$ cat config.mk
export PLATFORM = sky130hd
export DESIGN_NAME = sm_matrix_xpose
export DESIGN_NICKNAME = d
export VERILOG_FILES = /design/src/rtl/sm_matrix_xpose_pkg.sv /design/src/rtl/sm_matrix_pair_gen.sv /design/src/rtl/sm_matrix_xpose.sv
export SDC_FILE = /design/constraint.sdc
export NUM_CORES = 1
export LEC_CHECK = 0
export ABC_AREA = 1
export BUFFER_PORTS_ARGS = -buffer_cell sky130_fd_sc_hd__buf_2
export CAP_MARGIN = 20
export CORE_MARGIN = 2
export CORE_UTILIZATION = 45
export CTS_CLUSTER_SIZE = 30
export DETAILED_ROUTE_END_ITERATION = 16
export PLACE_DENSITY = 0.76
export SYNTH_ARGS = -nofsm -noshare
export SYNTH_HDL_FRONTEND = slang
export SYNTH_SLANG_ARGS = --single-unit
$ cat constraint.sdc
create_clock -name clk -period 3.85 [get_ports clk]
set_input_delay 1.155 -clock clk [delete_from_list [all_inputs] [get_ports clk]]
set_output_delay 1.155 -clock clk [all_outputs]
set_load 0.02 [all_outputs]
$ cat src/rtl/sm_matrix_xpose_pkg.sv
// ---------------------------------------------------------------------------
// sm_matrix_xpose_pkg
// Shared definitions for the in-place 4x4 matrix transpose initiator:
// controller state encoding and matrix geometry constants.
// ---------------------------------------------------------------------------
package sm_matrix_xpose_pkg;

  localparam int SM_MAT_DIM    = 4;
  localparam int SM_MAT_AW     = 4;  // {row[1:0], col[1:0]}
  localparam int SM_MAT_NPAIRS = 6;  // off-diagonal pairs in a 4x4 matrix
  localparam int SM_MAT_PW     = 3;  // width of the pair counter

  typedef enum logic [2:0] {
    ST_IDLE = 3'd0,
    ST_RD_A = 3'd1,
    ST_RD_B = 3'd2,
    ST_WR_A = 3'd3,
    ST_WR_B = 3'd4,
    ST_DONE = 3'd5
  } xpose_state_t;

endpackage

$ cat src/rtl/sm_matrix_pair_gen.sv
// ---------------------------------------------------------------------------
// sm_matrix_pair_gen
// Walks the six upper-triangle pairs (r,c) = (0,1),(0,2),(0,3),(1,2),(1,3),
// (2,3) and presents the word addresses of both halves of the pair.
//
// Ports:
//   clk, rst_n   clock, asynchronous active-low reset
//   clr          return the counter to pair 0 (wins over adv)
//   adv          step to the next pair
//   addr_a       r*4+c  (upper-triangle word)
//   addr_b       c*4+r  (mirrored lower-triangle word)
//   last         current pair is the final one
// ---------------------------------------------------------------------------
module sm_matrix_pair_gen
  import sm_matrix_xpose_pkg::*;
(
  input  logic                 clk,
  input  logic                 rst_n,
  input  logic                 clr,
  input  logic                 adv,
  output logic [SM_MAT_AW-1:0] addr_a,
  output logic [SM_MAT_AW-1:0] addr_b,
  output logic                 last
);

  logic [SM_MAT_PW-1:0] p;
  logic [1:0]           row;
  logic [1:0]           col;

  always_ff @(posedge clk or negedge rst_n) begin
    if (!rst_n) begin
      p <= '0;
    end else if (clr) begin
      p <= '0;
    end else if (adv) begin
      p <= p + 1'b1;
    end
  end

  always_comb begin
    row = 2'd0;
    col = 2'd0;
    case (p)
      3'd0: begin row = 2'd0; col = 2'd1; end
      3'd1: begin row = 2'd0; col = 2'd2; end
      3'd2: begin row = 2'd0; col = 2'd3; end
      3'd3: begin row = 2'd1; col = 2'd2; end
      3'd4: begin row = 2'd1; col = 2'd3; end
      3'd5: begin row = 2'd2; col = 2'd3; end
      default: begin row = 2'd0; col = 2'd0; end
    endcase
    addr_a = {row, col};
    addr_b = {col, row};
  end

  assign last = (p == SM_MAT_PW'(SM_MAT_NPAIRS - 1));

endmodule

$ cat src/rtl/sm_matrix_xpose.sv
// ---------------------------------------------------------------------------
// sm_matrix_xpose
// Bus initiator that transposes the 4x4 word matrix held by the sm_matrix
// responder in place. For each off-diagonal pair it reads A, reads B, writes
// mem[B] to A and the saved mem[A] to B. Diagonal words are never touched.
//
// Optional feature macro: SM_MATRIX_XPOSE_SUM_EN adds the 'sum' output, a
// 32-bit wrap-around total of every off-diagonal word read during a run.
//
// Ports:
//   clk, rst_n   clock, asynchronous active-low reset
//   start        one-cycle request, honoured only while idle
//   busy         high over the 24 bus cycles of a run
//   done         one-cycle pulse after the final write
//   bAddr        bus address {28'b0, row, col}
//   bWrite       bus write enable
//   bWData       bus write data
//   bRData       responder read data, one cycle after a read address
//   sum          (SM_MATRIX_XPOSE_SUM_EN only) accumulated read data
// ---------------------------------------------------------------------------
module sm_matrix_xpose
  import sm_matrix_xpose_pkg::*;
#(
  parameter int DIM    = 4,
  parameter int RD_LAT = 1
) (
  input  logic        clk,
  input  logic        rst_n,
  input  logic        start,
  output logic        busy,
  output logic        done,
  output logic [31:0] bAddr,
  output logic        bWrite,
  output logic [31:0] bWData,
  input  logic [31:0] bRData
`ifdef SM_MATRIX_XPOSE_SUM_EN
  ,
  output logic [31:0] sum
`endif
);

  // The address map and state sequence are built for a 4x4 matrix behind a
  // single-cycle read responder; any other setting is a build error.
  if (DIM != SM_MAT_DIM || RD_LAT != 1) begin : g_cfg_check
    $error("sm_matrix_xpose supports only DIM=4 and RD_LAT=1");
  end

  xpose_state_t         state;
  xpose_state_t         state_next;
  logic [SM_MAT_AW-1:0] addr_a;
  logic [SM_MAT_AW-1:0] addr_b;
  logic                 last;
  logic                 accept;
  logic                 pair_adv;
  logic [SM_MAT_AW-1:0] addr;
  logic [31:0]          reg_a;

  assign accept   = (state == ST_IDLE) && start;
  assign pair_adv = (state == ST_WR_B) && !last;

  sm_matrix_pair_gen u_pair_gen (
    .clk    (clk),
    .rst_n  (rst_n),
    .clr    (accept),
    .adv    (pair_adv),
    .addr_a (addr_a),
    .addr_b (addr_b),
    .last   (last)
  );

  always_ff @(posedge clk or negedge rst_n) begin
    if (!rst_n) begin
      state <= ST_IDLE;
    end else begin
      state <= state_next;
    end
  end

  always_comb begin
    state_next = state;
    case (state)
      ST_IDLE: if (start) state_next = ST_RD_A;
      ST_RD_A: state_next = ST_RD_B;
      ST_RD_B: state_next = ST_WR_A;
      ST_WR_A: state_next = ST_WR_B;
      ST_WR_B: state_next = last ? ST_DONE : ST_RD_A;
      ST_DONE: state_next = ST_IDLE;
      default: state_next = ST_IDLE;
    endcase
  end

  // Bus outputs are a pure decode of state, pair addresses and reg_a, so an
  // asynchronous reset drops them to zero immediately. In WR_A the read data
  // of B is forwarded straight to the write bus; B never needs its own
  // holding register because it is consumed in the cycle it arrives.
  always_comb begin
    busy   = 1'b0;
    done   = 1'b0;
    addr   = '0;
    bWrite = 1'b0;
    bWData = '0;
    case (state)
      ST_RD_A: begin
        busy = 1'b1;
        addr = addr_a;
      end
      ST_RD_B: begin
        busy = 1'b1;
        addr = addr_b;
      end
      ST_WR_A: begin
        busy   = 1'b1;
        addr   = addr_a;
        bWrite = 1'b1;
        bWData = bRData;
      end
      ST_WR_B: begin
        busy   = 1'b1;
        addr   = addr_b;
        bWrite = 1'b1;
        bWData = reg_a;
      end
      ST_DONE: done = 1'b1;
      default: ;
    endcase
  end

  assign bAddr = {{(32 - SM_MAT_AW){1'b0}}, addr};

  // mem[A] arrives during RD_B and is held until it is written to B in WR_B.
  always_ff @(posedge clk or negedge rst_n) begin
    if (!rst_n) begin
      reg_a <= '0;
    end else if (state == ST_RD_B) begin
      reg_a <= bRData;
    end
  end

`ifdef SM_MATRIX_XPOSE_SUM_EN
  // Read data is valid on bRData in RD_B (mem[A]) and WR_A (mem[B]).
  always_ff @(posedge clk or negedge rst_n) begin
    if (!rst_n) begin
      sum <= '0;
    end else if (accept) begin
      sum <= '0;
    end else if (state == ST_RD_B || state == ST_WR_A) begin
      sum <= sum + bRData;
    end
  end
`endif

endmodule

==> flow_metrics.tcl, run 1 <==
set metrics [dict create \
    status "complete, no violations" \
    cp-end-kind "output port" \
    cts_buffer_depth 2 \
    critical_path.max_fanout 34 \
    synth_ff_type "dfrtp_1" \
    chipWidth_um 78.0 \
    yosys-top-cells-area "dfrtp_1 (39%), nand2_1 (9.0%), buf_4 (8.5%)" \
    syn_to_final_growth_pct 12.2 \
    start_util_pct 47.3 \
    grt_pass1_vias 1759 \
    synth_warnings 0 \
    overflow 0 \
    grtUsageTotal_pct 16.0 \
    drt-wirelength-per-cell_um 10.7 \
    antenna_found_initial 0 \
    postCtsHoldBufs 0 \
    multi_input_area_um2 1070 \
    worst_slew_pin_slew_ns 0.849 \
    synth_cells 308 \
    grt_max_degree 66 \
    synth_area_leader_cell "dfrtp_1" \
    yosysTopAreaCellShare_pct 38.6 \
    ys_ff_latch 38 \
    dp.final_hpwl_um 3350 \
    numCtsBuffers 5 \
    numPortBuffers 73 \
    htree_levels 2 \
    drv_slew 0 \
    cts_setup_buffers 0 \
    ys_types 25 \
    clk_pin_slew_ns 0.07 \
    netlist_area_um2 2460 \
    fin_crit_ns 3.29 \
    cts_tree "yes" \
    grt_first_pass_wirelength_um 7960 \
    synth_edf_count 0 \
    first_pass_iters 4 \
    power_w 0.00224 \
    final_cell_area_um2 2760 \
    root_buffer "clkbuf_8" \
    cts.sinks 38 \
    vias 2047 \
    avgSynthCellArea_um2 7.99 \
    p_leak_nw 1.57 \
    ir_drop_mv 0.468 \
    final_nets 413 \
    rows 26 \
    antenna_left 0 \
    cp.required_ns 2.69 \
    fillers 513 \
    cp-start-kind "register" \
    min_period_over_period_pct 85.5 \
    die_area_um2 6080 \
    hold_violations 0 \
    crit_type "register to output port" \
    drcViolationCount 0 \
    clock_skew_ns 0.00410 \
    drive_gt1_share_pct 29.7 \
    fp.coreArea_um2 5200 \
    setup_viol 0 \
    hold-worst-slack_ns 0.485 \
    globalplace.congestion 0.775 \
    synth_most_common_cell "nand2_1" \
    hp-class "register to register" \
    tns_ns 0 \
    p_per_area_nw_per_um2 811 \
    via_per_inst 4.61 \
    die_h_um 78.0 \
    ios 102 \
    cts_resized 0 \
    drt_iter0_markers 97 \
    slew_headroom_pct 43.4 \
    insertedDiodeCount 0 \
    max_freq_ghz 0.304 \
    crit_arrival_ns 2.14 \
    dpl_cell_area_um2 2670 \
    seqCellArea_um2 951 \
    drv_cap 0 \
    clock_insertion_delay_worst_skew_ns 0.28 \
    grt_setup_unrepaired "no" \
    synthArstFlopShare_pct 100 \
    synth_seq_area_share_pct 38.6 \
    synthTopCellsByCount "nand2_1 (59), inv_1 (41), dfrtp_1 (38)" \
    wl_um 4750 \
]
[routing by layer]
layer	global-route usage, %	routed length (um)	vias to the layer above
met5	0	0	-
met4	4.74	52	0
met3	3.26	294	8
met2	25.8	2190	70
met1	21.8	2220	911
li1	-	-	1058
[power by group]
group / switching [W] / total (W) / internal (W)
sequential: 0.000150 / 0.000745 / 0.000596
clock: 0.000130 / 0.000274 / 0.000144
combinational: 0.000832 / 0.00122 / 0.000386
total: 0.00111 / 0.00224 / 0.00113
[state kept, by name, indices dropped and copies added (netlist names)]
| name | flops |
|---|---|
| reg_a | 32 |
| state | 3 |
| u_pair_gen.p | 3 |
[layout make-up]
| type | count | area share, % |
|---|---|---|
| Multi-Input combinational cell | 208 | 38.8 |
| Inverter | 43 | 5.94 |
| Timing Repair Buffer | 77 | 14.3 |
| Clock inverter | 1 | 0.181 |
| Clock buffer | 7 | 3.13 |
| Tap cell | 70 | 3.17 |
| Sequential cell | 38 | 34.5 |
[placed cells by master (no fill, tap or decap)]
| cell | n |
|---|---|
| a21oi_1 | 1 |
| buf_2 | 73 |
| buf_4 | 4 |
| clkbuf_1 | 1 |
| clkbuf_8 | 6 |
| clkinv_2 | 1 |
| conb_1 | 28 |
| dfrtp_1 | 38 |
| ha_1 | 5 |
| inv_1 | 41 |
| inv_2 | 1 |
| inv_4 | 1 |
| nand2_1 | 59 |
| nand2_2 | 2 |
| nand3_1 | 37 |
| nand3_2 | 2 |
| nand3_4 | 1 |
| nand4_1 | 1 |
| nor2_1 | 1 |
| nor2_2 | 1 |
| nor2_4 | 1 |
| nor3_1 | 1 |
| o21ai_0 | 25 |
| o21ai_1 | 24 |
| o21ai_2 | 18 |
| or2_1 | 1 |
[kinds of logic after synthesis]
family / synth area share, %
AND/OR/NAND/NOR: 20.0
other: 0.152
buffers and inverters: 22.1
adder cells (fa/ha/maj): 2.54
flip-flops: 38.6
AO/OA/AOI/OAI: 16.6
[metrics by stage]
stage / std cells / setup slack, ns / utilization (%)
after CTS: 444 / 0.531 / 53.0
after detailed placement: 436 / 0.851 / 51.3
after floorplan: 335 / 1.01 / -
after global routing: 444 / 0.340 / 53.0
final: 444 / 0.559 / 53.0
after global placement: 436 / 0.887 / 51.3
[path summary, 6_finish.rpt]
check	start	cells past startpoint	end	slack (ns)
max	state[2]	4	bWData[26]	0.56
min	reg_a[0]	2	reg_a[0]	0.49
max reg2reg	state[2]	7	state[0]	1.65
min reg2reg	reg_a[0]	2	reg_a[0]	0.49
max in group asynchronous	rst_n	1	u_pair_gen.p[0]	2.34
min in group asynchronous	rst_n	1	reg_a[21]	0.97
[critical path: stages (launching register included)]
cell	delay (ns)
dfrtp_1	0.62
nor2_4	0.26
nand2_2	0.42
o21ai_1	0.32
buf_2	0.20
(Power assumes the default switching activity.)
==> run 2: changes to the inputs <==
- RECOVER_POWER: default -> 25
==> run 2 against run 1 <==
- the run now ends with max-capacitance violations, max-slew violations left
- cell count stayed put
- critical endpoint unchanged
- register-to-register slack hardly changed
- largest power group unchanged
- largest cell class unchanged
- combinational power hardly changed
==> flow_metrics.tcl, run 2 (same netlist as run 1, synthesis figures left out) <==
set metrics [dict create \
    first_pass_iters 4 \
    hold_violations 0 \
    cp.required_ns 2.69 \
    antenna_left 0 \
    drt_iter0_markers 97 \
    hold_depth 2 \
    tns_ns 0 \
    status "complete, but fails checks" \
    insertedDiodeCount 0 \
    numPortBuffers 73 \
    min_period_over_period_pct 85.4 \
    overflow 0 \
    root_buffer "clkbuf_8" \
    failed_checks "max-capacitance violations, max-slew violations" \
    post-place-ws_ns 0.851 \
    path_cells "nor2_4 -> nand2_2 -> o21ai_1 -> buf_2" \
    grt_pass1_vias 1759 \
    grt_max_degree 66 \
    seqCellArea_um2 951 \
    rows 26 \
    crit_type "register to output port" \
    hp-class "register to register" \
    grtUsageTotal_pct 16.0 \
    max_freq_ghz 0.304 \
    start_util_pct 47.3 \
    use_met1_pct 21.8 \
    globalplace.congestion 0.775 \
    largest_reg_flops 32 \
    fin_ws_ns 0.563 \
    reg.largest.list "reg_a: 32 flops, state: 3 flops, u_pair_gen.p: 3 flops" \
    cts_resized 0 \
    ios 102 \
    crit_arrival_ns 2.13 \
    final_cell_area_um2 2760 \
    r2r-start "state[2]" \
    numCtsBuffers 5 \
    drv_cap 1 \
    clock_skew_ns 0.00422 \
    dp.final_hpwl_um 3350 \
    worst-r2r-cell-count 7 \
    worst_slew_pin_slew_ns 2.04 \
    clock_insertion_delay_worst_skew_ns 0.28 \
    cts.sinks 38 \
    met3_usage_pct 3.26 \
    regMostFlops "reg_a" \
    crit_slowest_cell "dfrtp_1" \
    grt_setup_unrepaired "no" \
    drive_gt1_share_pct 29.4 \
    fillers 514 \
    wl_um 4750 \
    worstHoldStart "reg_a[0]" \
    clk_pin_slew_ns 0.07 \
    final_cell_mix "buf_2 (72), nand2_1 (59), inv_1 (41), dfrtp_1 (38), nand3_1 (37)" \
    regToRegEndpoint "state[0]" \
    cts_buffer_depth 2 \
    vias 2042 \
    antenna_found_initial 0 \
    htree_levels 2 \
    slew_headroom_pct -36.2 \
    drt-wirelength-per-cell_um 10.7 \
    chipWidth_um 78.0 \
    cp-end-kind "output port" \
    drv_slew 39 \
    grt-busiest-layer "met2" \
    reg2reg_slack_ns 1.65 \
    syn_to_final_growth_pct 12.1 \
    cp-start-kind "register" \
    p_leak_nw 1.56 \
    critPathMaxStageDelay_ns 0.62 \
    grt_first_pass_wirelength_um 7960 \
    die_h_um 78.0 \
    postCtsHoldBufs 0 \
    ir_drop_mv 0.467 \
    setup_viol 0 \
    via_per_inst 4.60 \
    final_nets 413 \
    grt_util_met2_pct 25.8 \
    hold-worst-slack_ns 0.485 \
    cts_setup_buffers 0 \
    critical_path.max_fanout 34 \
    drcViolationCount 0 \
    layout_commonest_cell "buf_2" \
    die_area_um2 6080 \
    fin_crit_ns 3.29 \
    whs_endpoint "reg_a[0]" \
    p_per_area_nw_per_um2 811 \
    dpl_cell_area_um2 2670 \
    cts_tree "yes" \
    fp.coreArea_um2 5200 \
    multi_input_area_um2 1070 \
]
==> run 2: per-layer routing <==
layer / routed length, um / part of all wire, % / up-vias
li1: - / - / 1058
met1: 2220 / 47 / 906
met2: 2180 / 46 / 70
met3: 297 / 6.3 / 8
met4: 52 / 1.1 / 0
met5: 0 / 0 / -
==> run 2: metrics by stage <==
step,power (W),std cells,util [%]
after global routing,0.00243,444,53.0
after detailed placement,0.00198,436,51.3
after floorplan,0.00179,335,-
after global placement,0.00194,436,51.3
final,0.00224,444,53.0
after CTS,0.00227,444,53.0
==> run 2: critical path: cells and delay by family, from the launching register on <==
kind            cells  cell delay, ns
buf+inv             1            0.20
simple gates        2            0.68
flops               1            0.62
compound gates      1            0.32
==> run 2: cell type report <==
cell class	count	area share (%)
Multi-Input combinational cell	208	38.8
Sequential cell	38	34.5
Timing Repair Buffer	77	14.3
Inverter	43	5.94
Tap cell	70	3.17
Clock buffer	7	3.13
Clock inverter	1	0.181
==> run 2: worst max-delay path by stage <==
stage	startpoint	end	slack [ns]	depth (start not counted)
4_1_cts	state[2]	bWData[23]	0.53	4
3_3_place_gp	state[2]	bWData[17]	0.89	4
6_report	state[2]	bWData[26]	0.56	4
3_5_place_dp	state[2]	bWData[23]	0.85	4
5_1_grt	state[2]	bWData[1]	0.34	4
2_1_floorplan	bRData[0]	bWData[0]	1.01	2
==> run 2: report_power, final <==
group          internal (W)  switching, W  leakage [nW]
clock network      0.000144      0.000130        0.0482
logic              0.000385      0.000831          1.04
registers          0.000596      0.000150         0.471
